<file path="src/rtl/pc_sequencer.sv">
// Program-counter sequencer: sequential fetch, taken-jump redirect with a timed
// flush window, and a small return-address stack for call/ret.
module pc_sequencer #(
  parameter int unsigned           PC_WIDTH     = 16,
  parameter logic [PC_WIDTH-1:0]   RESET_PC     = '0,
  parameter int unsigned           FLUSH_CYCLES = 2,
  parameter int unsigned           STACK_DEPTH  = 4
) (
  input  logic                clk,
  input  logic                rst_n,
  input  logic                stall,
  input  logic                jump_valid,
  input  logic                taken,
  input  logic [PC_WIDTH-1:0] jump_target,
  input  logic                call,
  input  logic                ret,
  output logic [PC_WIDTH-1:0] pc,
  output logic                fetch_valid,
  output logic                flush,
  output logic                stack_err,
  output logic [1:0]          dbg_state,
  output logic [$clog2(STACK_DEPTH+1)-1:0] dbg_depth
);

  localparam int unsigned SPW  = $clog2(STACK_DEPTH + 1);
  localparam int unsigned IDXW = (STACK_DEPTH > 1) ? $clog2(STACK_DEPTH) : 1;

  typedef enum logic [1:0] {
    IDLE  = 2'd0,
    RUN   = 2'd1,
    FLUSH = 2'd2
  } state_t;

  state_t              state_q, state_d;
  logic [PC_WIDTH-1:0] pc_q, pc_d;
  logic                flush_q, flush_d;
  logic [2:0]          cnt_q, cnt_d;
  logic [SPW-1:0]      sp_q, sp_d;
  logic                err_q, err_d;
  logic [PC_WIDTH-1:0] stack_q [STACK_DEPTH];
  logic [PC_WIDTH-1:0] stack_d [STACK_DEPTH];

  logic [PC_WIDTH-1:0] pc_inc;
  logic [IDXW-1:0]     push_idx;
  logic [IDXW-1:0]     pop_idx;
  logic                stack_full;
  logic                stack_empty;

  assign pc_inc      = pc_q + PC_WIDTH'(1);
  assign push_idx    = IDXW'(sp_q);
  assign pop_idx     = IDXW'(sp_q - SPW'(1));
  assign stack_full  = (sp_q == SPW'(STACK_DEPTH));
  assign stack_empty = (sp_q == '0);

  // State register: every piece of sequencer state lives here.
  always_ff @(posedge clk or negedge rst_n) begin
    if (!rst_n) begin
      state_q <= IDLE;
      pc_q    <= RESET_PC;
      flush_q <= 1'b0;
      cnt_q   <= '0;
      sp_q    <= '0;
      err_q   <= 1'b0;
      for (int i = 0; i < STACK_DEPTH; i++) stack_q[i] <= '0;
    end else begin
      state_q <= state_d;
      pc_q    <= pc_d;
      flush_q <= flush_d;
      cnt_q   <= cnt_d;
      sp_q    <= sp_d;
      err_q   <= err_d;
      for (int i = 0; i < STACK_DEPTH; i++) stack_q[i] <= stack_d[i];
    end
  end

  // Next-state logic; stall leaves every _d equal to its _q.
  always_comb begin
    state_d = state_q;
    pc_d    = pc_q;
    flush_d = flush_q;
    cnt_d   = cnt_q;
    sp_d    = sp_q;
    err_d   = err_q;
    for (int i = 0; i < STACK_DEPTH; i++) stack_d[i] = stack_q[i];

    if (!stall) begin
      case (state_q)
        IDLE: begin
          state_d = RUN;
        end
        RUN: begin
          if (jump_valid && taken) begin
            state_d = FLUSH;
            flush_d = 1'b1;
            cnt_d   = 3'(FLUSH_CYCLES);
            pc_d    = jump_target;
            if (call && ret) begin
              err_d = 1'b1;
            end else if (call) begin
              if (stack_full) begin
                err_d = 1'b1;
              end else begin
                stack_d[push_idx] = pc_inc;
                sp_d              = sp_q + SPW'(1);
              end
            end else if (ret) begin
              if (stack_empty) begin
                err_d = 1'b1;
                pc_d  = RESET_PC;
              end else begin
                pc_d = stack_q[pop_idx];
                sp_d = sp_q - SPW'(1);
              end
            end
          end else begin
            pc_d = pc_inc;
          end
        end
        FLUSH: begin
          // Younger instructions are squashed here, so jump_valid is ignored.
          pc_d = pc_inc;
          if (cnt_q <= 3'd1) begin
            state_d = RUN;
            flush_d = 1'b0;
            cnt_d   = '0;
          end else begin
            cnt_d = cnt_q - 3'd1;
          end
        end
        default: begin
          state_d = IDLE;
          flush_d = 1'b0;
          cnt_d   = '0;
        end
      endcase
    end
  end

  // Output logic.
  always_comb begin
    fetch_valid = (state_q != IDLE) && !stall;
    pc          = pc_q;
    flush       = flush_q;
    stack_err   = err_q;
    dbg_state   = state_q;
    dbg_depth   = sp_q;
  end

endmodule

</file>
<file path="config.mk">
export PLATFORM = sky130hd
export DESIGN_NAME = pc_sequencer
export DESIGN_NICKNAME = d
export VERILOG_FILES = /design/src/rtl/pc_sequencer.sv
export SDC_FILE = /design/constraint.sdc
export NUM_CORES = 1
export LEC_CHECK = 0
export ABC_AREA = 1
export CORE_MARGIN = 2
export CORE_UTILIZATION = 52
export CTS_CLUSTER_DIAMETER = 150
export DETAILED_ROUTE_END_ITERATION = 16
export PLACE_DENSITY = 0.76
export SLEW_MARGIN = 10
export SYNTH_ARGS = -nofsm -noshare
export SYNTH_HDL_FRONTEND = slang
export SYNTH_SLANG_ARGS = --single-unit
</file>
<file path="constraint.sdc">
create_clock -name clk -period 1.8 [get_ports clk]
set_input_delay 0.18 -clock clk [delete_from_list [all_inputs] [get_ports clk]]
set_output_delay 0.18 -clock clk [all_outputs]
set_load 0.05 [all_outputs]
</file>
==> results.sh <==
export IMPL_status="complete, no violations"
export IMPL_crit_family="buffers and inverters"
export IMPL_path_cells="clkdlybuf4s50_1"
export IMPL_grt_pass1_vias=4504
export IMPL_synth_top_cell_area_share_pct=44.61
export IMPL_clock_skew_ns=0.01090
export IMPL_yosysMostFrequentCell="nand2_1"
export IMPL_drc=0
export IMPL_grt_use_total_pct=26.36
export IMPL_synthTopCellsByCount="nand2_1, dfrtp_1, inv_1, o21ai_0, nand3_1"
export IMPL_port_buffer_count=46
export IMPL_rsz0062_at_grt="yes"
export IMPL_cts_buffers=9
export IMPL_power_frac_comb_pct=54.1
export IMPL_die_h_um=102.5
export IMPL_antenna_found_initial=0
export IMPL_critPathBufInv=1
export IMPL_die_area_sq_um=10510
export IMPL_synthAdderAreaFrac_pct=3.222
export IMPL_wl_um=13250
export IMPL_netlist_area_sq_um=5049
export IMPL_setup_viol=0
export IMPL_die_w_um=102.5
export IMPL_clock_sinks=90
export IMPL_coreArea_sq_um=9328
export IMPL_grt_max_degree=49
export IMPL_start_kind="flip-flop"
export IMPL_clock_fmax_ghz=0.5673
export IMPL_synth_area_top_cells="dfrtp_1, nand2_1, o21ai_0"
export IMPL_slew_headroom_pct=57.86
export IMPL_drtIter0Drc=368
export IMPL_ys_warnings_count=0
export IMPL_crit_slowest_cell="clkdlybuf4s50_1"
export IMPL_required_ns=1.62
export IMPL_swShare_pct=47.88
export IMPL_vias=4737
export IMPL_clockBufferDepth=2
export IMPL_period_needed_ns=1.763
export IMPL_nets=810
export IMPL_tightestPinTransition_ns=0.6321
export IMPL_synth_seq_area_share_pct=44.61
export IMPL_antenna_cells=0
export IMPL_grt_pass1_wl_um=21510
export IMPL_synthArstFlopShare_pct=100.0
export IMPL_io_pins=47
export IMPL_num_rows=35
export IMPL_synth_top_area_cell="dfrtp_1"
export IMPL_synth_compound_area_share_pct=10.19
export IMPL_synth_xor_area_share_pct=0.8674
export IMPL_period_share_pct=97.92
export IMPL_h_tree_depth=3
export IMPL_path_clk_slew_ns=0.09
export IMPL_max_cap_violations=0
export IMPL_grt_overflow_total=0
export IMPL_critical_path_max_stage_delay_ns=0.82
export IMPL_firstDrtPassIters=6
export IMPL_p_int_mw=5.131
export IMPL_synth_enable_flop_cells=0
export IMPL_total_power_mw=9.844
export IMPL_ant_nets=0
export IMPL_syn_avg_cell_area_sq_um=7.101
export IMPL_area_delta_synth_final_pct=23.54
export IMPL_powerDensity_nw_per_um2=1578
export IMPL_syn_inst=711
export IMPL_place_area_sq_um=5829
export IMPL_wire_per_inst_um=14.59
export IMPL_initial_core_util_pct=54.12
export IMPL_root_buffer="clkbuf_8"
export IMPL_fillCellCount=803
export IMPL_hold_viol=0
export IMPL_synth_top_family_by_area="simple AND/OR/NAND/NOR gates"
export IMPL_routed_via_density=5.217
export IMPL_power_frac_seq_pct=29.6
export IMPL_finalInstanceArea_sq_um=6237
export IMPL_p_leak_nw=3.178
export IMPL_holdWs_ns=0.3772
export IMPL_ys_ff_latch=90
export IMPL_vdd_drop_max_uv=1180
export IMPL_maxSlewViolCount=0
export IMPL_drive_gt1_share_pct=14.12
export IMPL_synth_area_mux_share_pct=0
export IMPL_hpwlAfterDp_um=9153
export IMPL_clock_latency_ns=0.36
export IMPL_yosys_area_share_simple_pct=31.97
export IMPL_ys_flop_type="dfrtp_1"
export IMPL_power_switching_mw=4.713
export IMPL_syn_nets=747
export IMPL_cts_tree="yes"
export IMPL_hold_path_class="in -> async"
export IMPL_crit_arrival_ns=1.58
export IMPL_pwr_share_clk_pct=16.2
export IMPL_ys_types=28
export IMPL_worst_path_max_fanout=4
export IMPL_crit_type="reg -> out"
export IMPL_place_congestion=0.8930
export IMPL_cp_end_kind="output pin"
-- through the flow --
step | util, % | TNS [ns] | cells | setup slack [ns]
floorplan | - | -1.607 | 711 | -0.05281
global placement | 62.50 | 0 | 882 | 0.06614
detailed placement | 62.50 | -0.1638 | 882 | -0.05533
CTS | 65.10 | 0 | 899 | 0.002546
global route | 66.87 | -0.1456 | 908 | -0.02169
finish | 66.87 | 0 | 908 | 0.03739
-- kinds of logic (layout without fill, tap and decap cells) --
logic type                 count (synthesis)  in the layout
and+or+nand+nor                          395            396
buffers and inverters                    110            177
xor gates and xnor gates                   5              5
AOI/OAI and AO/OA                         98             98
adders and majority gates                 13             13
DFF                                       90             90
-- routing by layer --
layer / vias up / GRT usage [%] / routed length [um]
met2: 175 / 41.58 / 6168
met5: - / 0 / 0
met3: 18 / 3.797 / 959
met4: 0 / 7.692 / 165
li1: 2359 / - / -
met1: 2185 / 38.16 / 5952
-- sequential cells by signal (all words and copies together) (netlist names) --
name and count:
cnt_q 3, stack_q 64, stack_err 1, flush 1, dbg_state 2, dbg_depth 3
pc 16
-- path summary, 6_finish.rpt --
check	start	endpoint	slack (ns)	depth (start not counted)
setup / recovery	pc[15]$_DFFE_PN0P_	pc[15]	0.04	1
hold / removal	rst_n	stack_q[1]$_DFFE_PN0P_	0.38	2
setup reg to reg	dbg_state[1]$_DFFE_PN0P_	stack_q[33]$_DFFE_PN0P_	0.08	9
hold reg to reg	stack_q[35]$_DFFE_PN0P_	stack_q[35]$_DFFE_PN0P_	0.48	2
max in group asynchronous	rst_n	stack_q[58]$_DFFE_PN0P_	0.80	3
min in group clk	jump_target[0]	pc[0]$_DFFE_PN0P_	0.46	5
-- power by group through the flow --
stage	Clock, mW	Sequential, mW	Combinational (mW)
global placement	0	2.93	5.09
finish	1.60	2.91	5.33
floorplan	0	3.71	2.81
detailed placement	0	2.95	5.20
global route	1.71	2.98	5.83
CTS	1.61	2.90	5.19
-- layout by cell type, fill, tap and decap left out, drive strengths merged, types with 2 or more instances in the layout --
cell type	instances
dfrtp	90
clkbuf	10
nor2	36
inv	87
bufinv	2
clkdlybuf4s50	25
o21ai	82
clkinv	3
nand2	293
o21bai	2
dlymetal6s2s	3
dlygate4sd2	4
buf	41
nand4	7
xor2	4
ha	13
or2	2
nand3	56
a21oi	13
-- final cells by class --
type	count	area (sq um)	share of cell area [%]
Clock buffer	10	137.6	2.207
Clock inverter	6	95.09	1.525
Inverter	85	360.3	5.777
Multi-Input combinational cell	512	2466	39.54
Sequential cell	90	2258	36.21
Tap cell	129	161.4	2.588
Timing Repair Buffer	74	740.7	11.88
Timing Repair inverter	2	17.52	0.2808
-- repair_timing --
| item | 4_1_cts | 5_1_grt |
|---|---|---|
| cloned | 0 | 3 |
| endpoints found under the setup margin | 26 | 65 |
| pin swaps | 0 | 3 |
| resized for setup | 6 | 20 |
| setup buffers | 0 | 6 |
| hold endpoints to repair | 46 | 0 |
| hold buffers | 1 | 0 |
Note: power is estimated with default switching activity, not from simulation.
